**src/rtl/serial_chunk_adder.sv**
```systemverilog
// rtl/serial_chunk_adder.sv - digit-serial WIDTH-bit adder with valid/ready handshakes
// Optional signed-overflow output enabled by defining SCA_OVERFLOW_EN.
module serial_chunk_adder #(
  parameter int WIDTH = 32,
  parameter int DIGIT = 8
) (
  input  logic             clk,
  input  logic             rst_n,
  input  logic             in_valid,
  output logic             in_ready,
  input  logic [WIDTH-1:0] in1,
  input  logic [WIDTH-1:0] in2,
  input  logic             c_in,
  output logic             out_valid,
  input  logic             out_ready,
  output logic [WIDTH-1:0] sum,
  output logic             c_out
`ifdef SCA_OVERFLOW_EN
  , output logic           overflow
`endif
);

  localparam int N  = WIDTH / DIGIT;
  localparam int CW = (N > 1) ? $clog2(N) : 1;

  generate
    if (WIDTH % DIGIT != 0) begin : g_bad_width
      $error("serial_chunk_adder: WIDTH must be a multiple of DIGIT");
    end
  endgenerate

  typedef enum logic [1:0] {IDLE, RUN, DONE} state_t;

  state_t           state, state_nxt;
  logic [WIDTH-1:0] a_q, b_q, sum_q;
  logic [CW-1:0]    cnt;
  logic             carry;
  logic             c_out_q;
  logic             last;
  logic [DIGIT-1:0] slice_a, slice_b;
  logic [DIGIT:0]   slice_sum;

  // The only adder in the block: one DIGIT-bit slice plus the running carry.
  assign slice_a   = a_q[cnt*DIGIT +: DIGIT];
  assign slice_b   = b_q[cnt*DIGIT +: DIGIT];
  assign slice_sum = {1'b0, slice_a} + {1'b0, slice_b} + {{DIGIT{1'b0}}, carry};
  assign last      = (cnt == CW'(N - 1));

  always_ff @(posedge clk or negedge rst_n) begin
    if (!rst_n) state <= IDLE;
    else        state <= state_nxt;
  end

  always_comb begin
    state_nxt = state;
    case (state)
      IDLE:    if (in_valid)  state_nxt = RUN;
      RUN:     if (last)      state_nxt = DONE;
      DONE:    if (out_ready) state_nxt = IDLE;
      default:                state_nxt = IDLE;
    endcase
  end

  always_comb begin
    in_ready  = (state == IDLE);
    out_valid = (state == DONE);
  end

  always_ff @(posedge clk or negedge rst_n) begin
    if (!rst_n) begin
      a_q     <= '0;
      b_q     <= '0;
      sum_q   <= '0;
      cnt     <= '0;
      carry   <= 1'b0;
      c_out_q <= 1'b0;
    end else begin
      case (state)
        IDLE: begin
          if (in_valid) begin
            a_q   <= in1;
            b_q   <= in2;
            carry <= c_in;
            cnt   <= '0;
          end
        end
        RUN: begin
          sum_q[cnt*DIGIT +: DIGIT] <= slice_sum[DIGIT-1:0];
          carry <= slice_sum[DIGIT];
          cnt   <= cnt + CW'(1);
          if (last) c_out_q <= slice_sum[DIGIT];
        end
        default: ;
      endcase
    end
  end

`ifdef SCA_OVERFLOW_EN
  logic ovf_q;

  // Final slice's MSB is the sum sign bit, taken before it lands in sum_q.
  always_ff @(posedge clk or negedge rst_n) begin
    if (!rst_n) begin
      ovf_q <= 1'b0;
    end else if (state == RUN && last) begin
      ovf_q <= (a_q[WIDTH-1] == b_q[WIDTH-1]) && (slice_sum[DIGIT-1] != a_q[WIDTH-1]);
    end
  end

  assign overflow = ovf_q;
`endif

  assign sum   = sum_q;
  assign c_out = c_out_q;

endmodule

```
**config.mk**
```make
export PLATFORM = sky130hd
export DESIGN_NAME = serial_chunk_adder
export DESIGN_NICKNAME = d
export VERILOG_FILES = /design/src/rtl/serial_chunk_adder.sv
export SDC_FILE = /design/constraint.sdc
export NUM_CORES = 1
export LEC_CHECK = 0
export ABC_AREA = 1
export BUFFER_PORTS_ARGS = -buffer_cell sky130_fd_sc_hd__buf_2
export CAP_MARGIN = 20
export CORE_MARGIN = 5
export CORE_UTILIZATION = 55
export CTS_BUF_LIST = sky130_fd_sc_hd__clkbuf_4 sky130_fd_sc_hd__clkbuf_8 sky130_fd_sc_hd__clkbuf_16
export DETAILED_ROUTE_END_ITERATION = 10
export PLACE_DENSITY = 0.8
export SLEW_MARGIN = 25
export SYNTH_ARGS = -nofsm -noshare
export SYNTH_HDL_FRONTEND = slang
export SYNTH_SLANG_ARGS = --single-unit
```
**constraint.sdc**
```tcl
create_clock -name clk -period 3.2 [get_ports clk]
set_clock_uncertainty 0.05 [all_clocks]
set_input_delay 0.48 -clock clk [delete_from_list [all_inputs] [get_ports clk]]
set_output_delay 0.48 -clock clk [all_outputs]
set_load 0.01 [all_outputs]
```
## After elaboration in Yosys (flattened, before gate mapping)

Index checks and enable logic that the tools add are counted.

| word-level totals | value |
|---|---|
| memories | 0 |
| latch bits | 0 |
| bits in read-only memories | 0 |
| bits in writable memories | 0 |
| flip-flop bits (word level) | 102 |

| cells by class | value |
|---|---|
| equal/unequal tests | 6 |
| muxes and demuxes | 9 |
| shifts and indexed selects | 4 |
| reductions and logical operators | 6 |
| add/sub/neg operators | 4 |
| order comparisons | 0 |
| div/mod/pow operators | 0 |
| bitwise gates (word level) | 0 |
| $mul | 0 |

Operator list:

| operator | count |
|---|---|
| $shiftx 32x6->8 | 2 |
| $neg 5->34 | 1 |
| $shift 8x34->32 const A | 1 |
| $shiftx 8x34->32 | 1 |
| $bwmux 32 | 1 |
| $add 8x8->9 | 1 |
| $add 9x1->9 | 1 |
| $mux 2 | 4 |
| $pmux 2 s3 | 1 |
| $reduce_and 2->1 | 3 |
| $eq 2x2->1 const B | 2 |
| $ne 2x2->1 const B | 2 |
| $pmux 2 s2 | 1 |
| $reduce_and 3->1 | 1 |
| $add 2x1->2 const B | 1 |
| $eq 2x1->1 const B | 1 |
| $logic_not 2->1 | 1 |
| $ne 2x1->1 const B | 1 |
| $pmux 1 s2 | 1 |
| $reduce_bool 2->1 | 1 |
| $mux 1 | 1 |

## Longest topological paths before layout

Gate-level depths: netlist of run 1.

| depth | value |
|---|---|
| depth in word-level cells | 5 |
| mapped depth | 15 |
| gate-level depth less buffers | 13 |

## Worst setup path before layout of run 1

Ideal clock, no wire load.

| path | value |
|---|---|
| path type | reg2reg |
| from | register cnt[0] |
| to | register sum_q[12] (netlist: sum[12]) |
| path slack | 0.773 ns |
| setup time | 0.066 ns |
| clock period less this slack | 2.427 ns |
| cell stages (with the launch flop) | 14 |
| buffers on the path | 2 |
| arrival | 2.312 ns |
| cells stage by stage | dfrtp_1 buf_4 inv_2 buf_2 nor2_1 o22ai_1 fa_1 inv_1 fa_1 inv_1 a21oi_1 xnor2_1 nand4_1 nand2_1 |

| between the ends | value |
|---|---|
| word-level cells in the longest chain between the ends | 5 |

RTL lines:

| item | RTL line | RTL |
|---|---|---|
| start, declared | 36 | `logic [CW-1:0] cnt;` |
| start signal, assigned | 90 | `cnt <= cnt + CW'(1);` |
| $shiftx 32x6->8 (on tied branches) | 44, 45 |  |
| $add 8x8->9 | 46 | `assign slice_sum = {1'b0, slice_a} + {1'b0, slice_b} + {{DIGIT{1'b0}}, carry};` |
| $add 9x1->9 | 46 |  |
| $shiftx 8x34->32 | 88 | `sum_q[cnt*DIGIT +: DIGIT] <= slice_sum[DIGIT-1:0];` |
| $bwmux 32 (*) | 88 |  |
| end signal, assigned by index | 88 |  |
| end, declared | 35 | `logic [WIDTH-1:0] a_q, b_q, sum_q;` |

Every way passes the cells marked *; elsewhere a longest branch is shown, timed or not.
A chain may end at the register's enable or synchronous reset.

## Worst setup path in the final report of run 1

| path | value |
|---|---|
| from | register cnt[0] |
| to | register sum_q[28] (netlist: sum[28]) |

The elaborated chain is that of the path after synthesis.

==> metrics.yaml, run 1 <==
status:
  status: "finished clean"
die:
  die_height_um: 103.9
  fp.dieW_um: 103.9
  ios: 104
  placementRows: 34
  initial_core_util_pct: 55.90
  dieArea_um2: 10800
  fp.coreArea_um2: 8678
timing:
  fin_crit_ps: 2723
  fin_crit_sh_pct: 85.11
  final.setup.tns_ps: 0
  final-hold-violation-count: 0
  setup_ws_ps: 476.5
  drv_slew: 0
  max_freq_ghz: 0.3672
  setup-violations-final: 0
  rsz0062_at_grt: "no"
  slew_headroom_pct: 39.00
  worst-slew-pin-transition_ps: 915.0
finish:
  area_growth_pct: 15.84
  diodes: 0
  multi_input_area_um2: 2052
  stdcell_area_um2: 5619
  drive_above_1_share_pct: 19.89
  final_cells: 807
  num-fill-cells: 784
  final_common_cell: "nand2_1"
  layout_common_cells: "nand2_1 (281), dfrtp_1 (102), buf_2 (102)"
  seqCellArea_um2: 2552
  fin_nets: 778
place:
  dp.cells: 791
  gp_congestion: 0.9113
  pre_cts_slack_ps: 533.7
  dpl_cell_area_um2: 5413
  dpl.hpwl_um: 8504
  numPortBuffers: 103
clocking:
  post_cts_buffers: 0
  clock-sinks: 102
  clockBufferDepth: 2
  tritoncts: "built"
  clockRootBuffer: "clkbuf_8"
  cts.hold.buffers_added: 0
  cts_buffers: 9
  clk_pin_slew_ps: 100
  cts-resized-gates: 0
  cts_max_level: 3
  clk_latency_ps: 370
logic_synthesis:
  syn_inst: 601
  netlist_area_um2: 4851
  avgSynthCellArea_um2: 8.071
  ys.warnings.count: 0
  yosysSeqAreaShare_pct: 52.62
  synth_cell_types: 30
  synth_fp_nets: 685
  synth-seq-cells: 102
drt:
  ant_nets: 0
  avgViaCountPerCell: 5.244
  drc: 0
  wire_per_inst_um: 14.66
  drt-initial-drc-count: 204
  vias: 4232
  drt_wl_total_um: 11830
  drt-pass1-iter-count: 5
setup_path:
  criticalPathCategory: "flop to flop"
  cp_num_buf_inv: 3
  max_stage_delay_ps: 440
  crit_arrival_ps: 2980
  reg2regPathDepth: 11
  critPathTopFamily: "adder cells"
  cp_cell_sequence: "inv_2 -> o21ai_0 -> o22ai_1 -> fa_1 -> inv_1 -> fa_1 -> inv_1 -> a21oi_1 -> xnor2_1 -> nand4_1 -> nand2_1"
  crit_slowest_cell: "inv_2"
  r2r_start: "cnt[0]"
  r2r_slack_ps: 480
  cp-start-kind: "flop"
  path_depth: 11
  crit_required_ps: 3450
  path_max_fanout: 38
  critPathCaptureType: "flop"
  r2r-end: "sum[28]"
global_routing:
  grt_pass1_vias: 4275
  gr-total-overflow: 0
  grt_pass1_wl_um: 20390
  grtUsageTotal_pct: 22.72
  antenna_found_initial: 0
  grt_max_degree: 78
pwr:
  powerDensity_nw_per_um2: 1181
  ir_worst_vdd_uv: 498.9
  p_total_mw: 6.638
  cellLeakagePower_nw: 3.177
run:
  drv_cap: 0
min_path:
  worstHoldPathType: "input port to async pin"
-- layer usage --
metal | global-route usage [%] | part of all wire (%)
met5 | 0 | 0
met4 | 5.920 | 1.5
met3 | 5.400 | 6.9
met2 | 36.48 | 48
met1 | 31.21 | 44
-- layout make-up --
type	instances	share of cell area, %
clock buffers	11	2.472
multi-input cells	444	36.52
clock inverters	5	1.136
flip-flops and latches	102	45.42
well taps	108	2.405
inverters	28	1.959
repair buffers	109	10.09
-- Yosys cell counts (all sizes together) --
cell    number  area share, %
a21oi        6           0.62
a22o         2           0.36
a32oi        2           0.36
buf         16            2.0
clkbuf      11           0.85
clkinv       1           0.18
dfrtp      102             53
fa           2           0.83
ha          13            3.4
inv         27            2.1
nand2      285             22
nand3       16            1.7
nand3b       1           0.15
nand4       10            1.3
nor2        38            3.3
nor3         1           0.34
o21ai       49            5.1
o22ai       14            1.8
o31ai        1           0.15
or2          1           0.13
xnor2        2           0.36
xor2         1           0.18
-- worst reg2reg max path, cell delays in order, from the launching register on --
cell and delay, ps:
dfrtp_1 400, inv_2 440, o21ai_0 200, o22ai_1 200, fa_1 220, inv_1 50
fa_1 390, inv_1 90, a21oi_1 70, xnor2_1 320, nand4_1 140, nand2_1 100
-- sequential cells by signal, summed over array words and instances, names as in the netlist --
signal  count
sum        32
cnt         2
c_out       1
state       2
a_q        32
carry       1
b_q        32
-- power by group --
group          switching, mW  internal, mW
clock                  0.454         0.388
sequential             0.349          1.84
combinational           2.39          1.21
total                   3.20          3.44
-- metrics by stage --
step                      hold slack (ps)  utilization, %
after floorplan                     134.4               -
after global placement              407.4           62.37
after detailed placement            410.1           62.37
after CTS                           238.6           64.71
after global routing                121.0           64.75
final                               71.05           64.75
-- cells by family (layout without fill, tap and decap cells) --
| logic type | count (synthesis) | count (layout) | synth area share (%) |
|---|---|---|---|
| buf+inv | 55 | 153 | 5.133 |
| simple gates | 352 | 352 | 29.17 |
| flops | 102 | 102 | 52.62 |
| compound gates | 74 | 74 | 8.357 |
| fa+ha+maj | 15 | 15 | 4.179 |
| xor+xnor | 3 | 3 | 0.5418 |
-- worst max path at each step --
stage,startpoint,to
floorplan,cnt[0],sum[12]
global placement,cnt[0],sum[12]
global route,cnt[0],sum[28]
detailed placement,cnt[0],sum[20]
finish,cnt[0],sum[28]
CTS,cnt[0],sum[28]
(Power assumes the default switching activity.)
==> run 2: changes to the inputs <==
--- a/config.mk
+++ b/config.mk
@@ -6,13 +6,14 @@
 export NUM_CORES = 1
 export LEC_CHECK = 0
 export ABC_AREA = 1
-export BUFFER_PORTS_ARGS = -buffer_cell sky130_fd_sc_hd__buf_2
+export ABC_CLOCK_PERIOD_IN_PS = 3200
 export CAP_MARGIN = 20
 export CORE_MARGIN = 5
-export CORE_UTILIZATION = 55
+export CORE_UTILIZATION = 60
 export CTS_BUF_LIST = sky130_fd_sc_hd__clkbuf_4 sky130_fd_sc_hd__clkbuf_8 sky130_fd_sc_hd__clkbuf_16
 export DETAILED_ROUTE_END_ITERATION = 10
-export PLACE_DENSITY = 0.8
+export DONT_BUFFER_PORTS = 1
+export PLACE_DENSITY = 0.76
 export SLEW_MARGIN = 25
 export SYNTH_ARGS = -nofsm -noshare
 export SYNTH_HDL_FRONTEND = slang
==> metrics.yaml, run 2 (synthesis gave the netlist of run 1 again) <==
timing:
  fin_crit_sh_pct: 85.58  # was 85.11%
  drv_slew: 0  # unchanged
  rsz0062_at_grt: "no"  # unchanged
  slew_headroom_pct: 39.30  # was 39.00%
  worst-slew-pin-transition_ps: 910.5  # was 915.0 ps
  final.setup.tns_ps: 0  # unchanged
  final-hold-violation-count: 0  # unchanged
  fin_crit_ps: 2739  # was 2723 ps
  setup-violations-final: 0  # unchanged
  max_freq_ghz: 0.3651  # was 0.3672 GHz
drt:
  ant_nets: 0  # unchanged
  vias: 3900  # was 4232
  drt_wl_total_um: 11460  # was 11830 µm
  drt-pass1-iter-count: 6  # was 5
  drt-initial-drc-count: 318  # was 204
  avgViaCountPerCell: 5.595  # was 5.244
  wire_per_inst_um: 16.44  # was 14.66 µm
  drc: 0  # unchanged
setup_path:
  cp_cell_sequence: "inv_1 -> o21ai_0 -> o22ai_1 -> fa_1 -> inv_1 -> fa_1 -> inv_1 -> nand3_1 -> nand3_1 -> nand2_1 -> nand2_1 -> nand4_1 -> nand2_1"  # was inv_2 -> o21ai_0 -> o22ai_1 -> fa_1 -> inv_1 -> fa_1 -> inv_1 -> a21oi_1 -> xnor2_1 -> nand4_1 -> nand2_1
  r2r_slack_ps: 460  # was 480 ps
  cp-start-kind: "flop"  # unchanged
  critPathCaptureType: "flop"  # unchanged
  path_max_fanout: 22  # was 38
  cp_num_buf_inv: 3  # unchanged
  crit_required_ps: 3460  # was 3450 ps
  r2r-end: "sum[30]"  # was sum[28]
  max_stage_delay_ps: 420  # was 440 ps
  reg2regPathDepth: 13  # was 11
  criticalPathCategory: "flop to flop"  # unchanged
  crit_slowest_cell: "inv_1"  # was inv_2
  critPathTopFamily: "adder cells"  # unchanged
  r2r_start: "cnt[1]"  # was cnt[0]
  crit_arrival_ps: 3000  # was 2980 ps
clocking:
  cts-resized-gates: 0  # unchanged
  clk_latency_ps: 360  # was 370 ps
  clockBufferDepth: 2  # unchanged
  cts_max_level: 3  # unchanged
  tritoncts: "built"  # unchanged
  clockRootBuffer: "clkbuf_8"  # unchanged
  clk_pin_slew_ps: 100  # about the same
  cts_buffers: 9  # unchanged
  clock-sinks: 102  # unchanged
finish:
  final_core_util_pct: 65.43  # was 64.75%
  final_common_cell: "nand2_1"  # unchanged
  area_growth_pct: 5.313  # was 15.84%
  fin_nets: 674  # was 778
  layout_common_cells: "nand2_1 (281), dfrtp_1 (102), o21ai_0 (42)"  # was nand2_1 (281), dfrtp_1 (102), buf_2 (102)
  drive_above_1_share_pct: 5.714  # was 19.89%
  diodes: 0  # unchanged
die:
  placementRows: 32  # was 34
  initial_core_util_pct: 62.13  # was 55.90%
  ios: 104  # unchanged
  dieArea_um2: 9983  # was 10800 µm²
  die_height_um: 99.92  # was 103.9 µm
  fp.dieW_um: 99.92  # was 103.9 µm
  fp.coreArea_um2: 7807  # was 8678 µm²
place:
  gp_congestion: 0.9966  # was 0.9113
  numPortBuffers: 0  # was 103
  dpl.hpwl_um: 8302  # was 8504 µm
min_path:
  min_from: "out_ready"
  whs_endpoint: "state[1]"
  hold_depth: 1
  worstHoldPathType: "input port to flop"  # was input port to async pin
pwr:
  p_total_mw: 6.462  # was 6.638 mW
  ir_worst_vdd_uv: 476.6  # was 498.9 µV
  powerDensity_nw_per_um2: 1265  # was 1181 nW/µm²
  cellLeakagePower_nw: 2.724  # was 3.177 nW
global_routing:
  grt_util_met1_pct: 32.66  # was 31.21%
  grt_max_degree: 103  # was 78
  antenna_found_initial: 0  # unchanged
  grt_pass1_wl_um: 19380  # was 20390 µm
  gr-total-overflow: 0  # unchanged
  grt_use_met2_pct: 38.58  # was 36.48%
  grtUsageTotal_pct: 24.10  # was 22.72%
  grt_pass1_vias: 3929  # was 4275
  busiest_layer: "met2"  # unchanged
  gr-usage-met3_pct: 5.351  # was 5.400%
run:
  drv_cap: 0  # unchanged
status:
  status: "finished clean"  # unchanged
[run 2: changes by cell type in the layout (fill, tap and decap cells not counted), sizes merged]
cell / before / now
buf: 109 / 4
clkbuf: 11 / 10
clkinv: 1 / 3
dlygate4sd3: 0 / 1
inv: 30 / 29
[run 2: per-layer routing]
layer  vias to the layer above  routed length (µm)
met5                         -                   0
met4                         0                 192
met3                        16                1086
met2                       180                5446
met1                      1816                4734
li1                       1888                   -
[run 2: stage by stage]
stage	instances	hold WS [ps]	instance area (µm²)	setup WS [ps]
6_report	697	152.3	5109	461.4
2_1_floorplan	601	134.4	4851	772.8
4_1_cts	697	139.8	5109	508.1
5_1_grt	697	144.8	5109	171.8
3_5_place_dp	679	136.8	4865	525.5
3_3_place_gp	679	137.4	4865	634.5
[run 2: how the worst max path moves through the flow]
stage                     depth (start not counted)      end  startpoint
final                                            13  sum[30]      cnt[1]
after global routing                             13  sum[14]      cnt[1]
after CTS                                        13  sum[30]      cnt[1]
after detailed placement                         13  sum[30]      cnt[1]
after global placement                           10  sum[10]      cnt[1]
after floorplan                                  13  sum[12]      cnt[0]
[run 2: final cells by class]
class                      instances  area (µm²)
inverter                          28       110.1
tap                              102       127.6
fill                             688        2699
multi-input combinational        444        2052
clock buffer                      10       137.6
clock inverter                     6       68.82
timing repair buffer               5       60.06
sequential                       102        2552
[run 2: worst register-to-register path, delay by kind of cell (launching register included)]
| family | cells | cell delay, ps |
|---|---|---|
| DFF | 1 | 390 |
| and+or+nand+nor | 6 | 610 |
| AOI/OAI and AO/OA | 2 | 410 |
| adders and majority gates | 2 | 650 |
| buffers and inverters | 3 | 580 |
[run 2: power breakdown]
group          internal [mW]  switching, mW  total [mW]
logic                   1.08           2.23        3.32
registers               1.84          0.470        2.31
clock network          0.389          0.443       0.831
total                   3.32           3.15        6.46
[run 2: repair_timing]
action / in CTS / in global routing
hold buffers: 2 / 0
hold endpoints to repair: 102 / 0
buffers inserted: 0 / 0
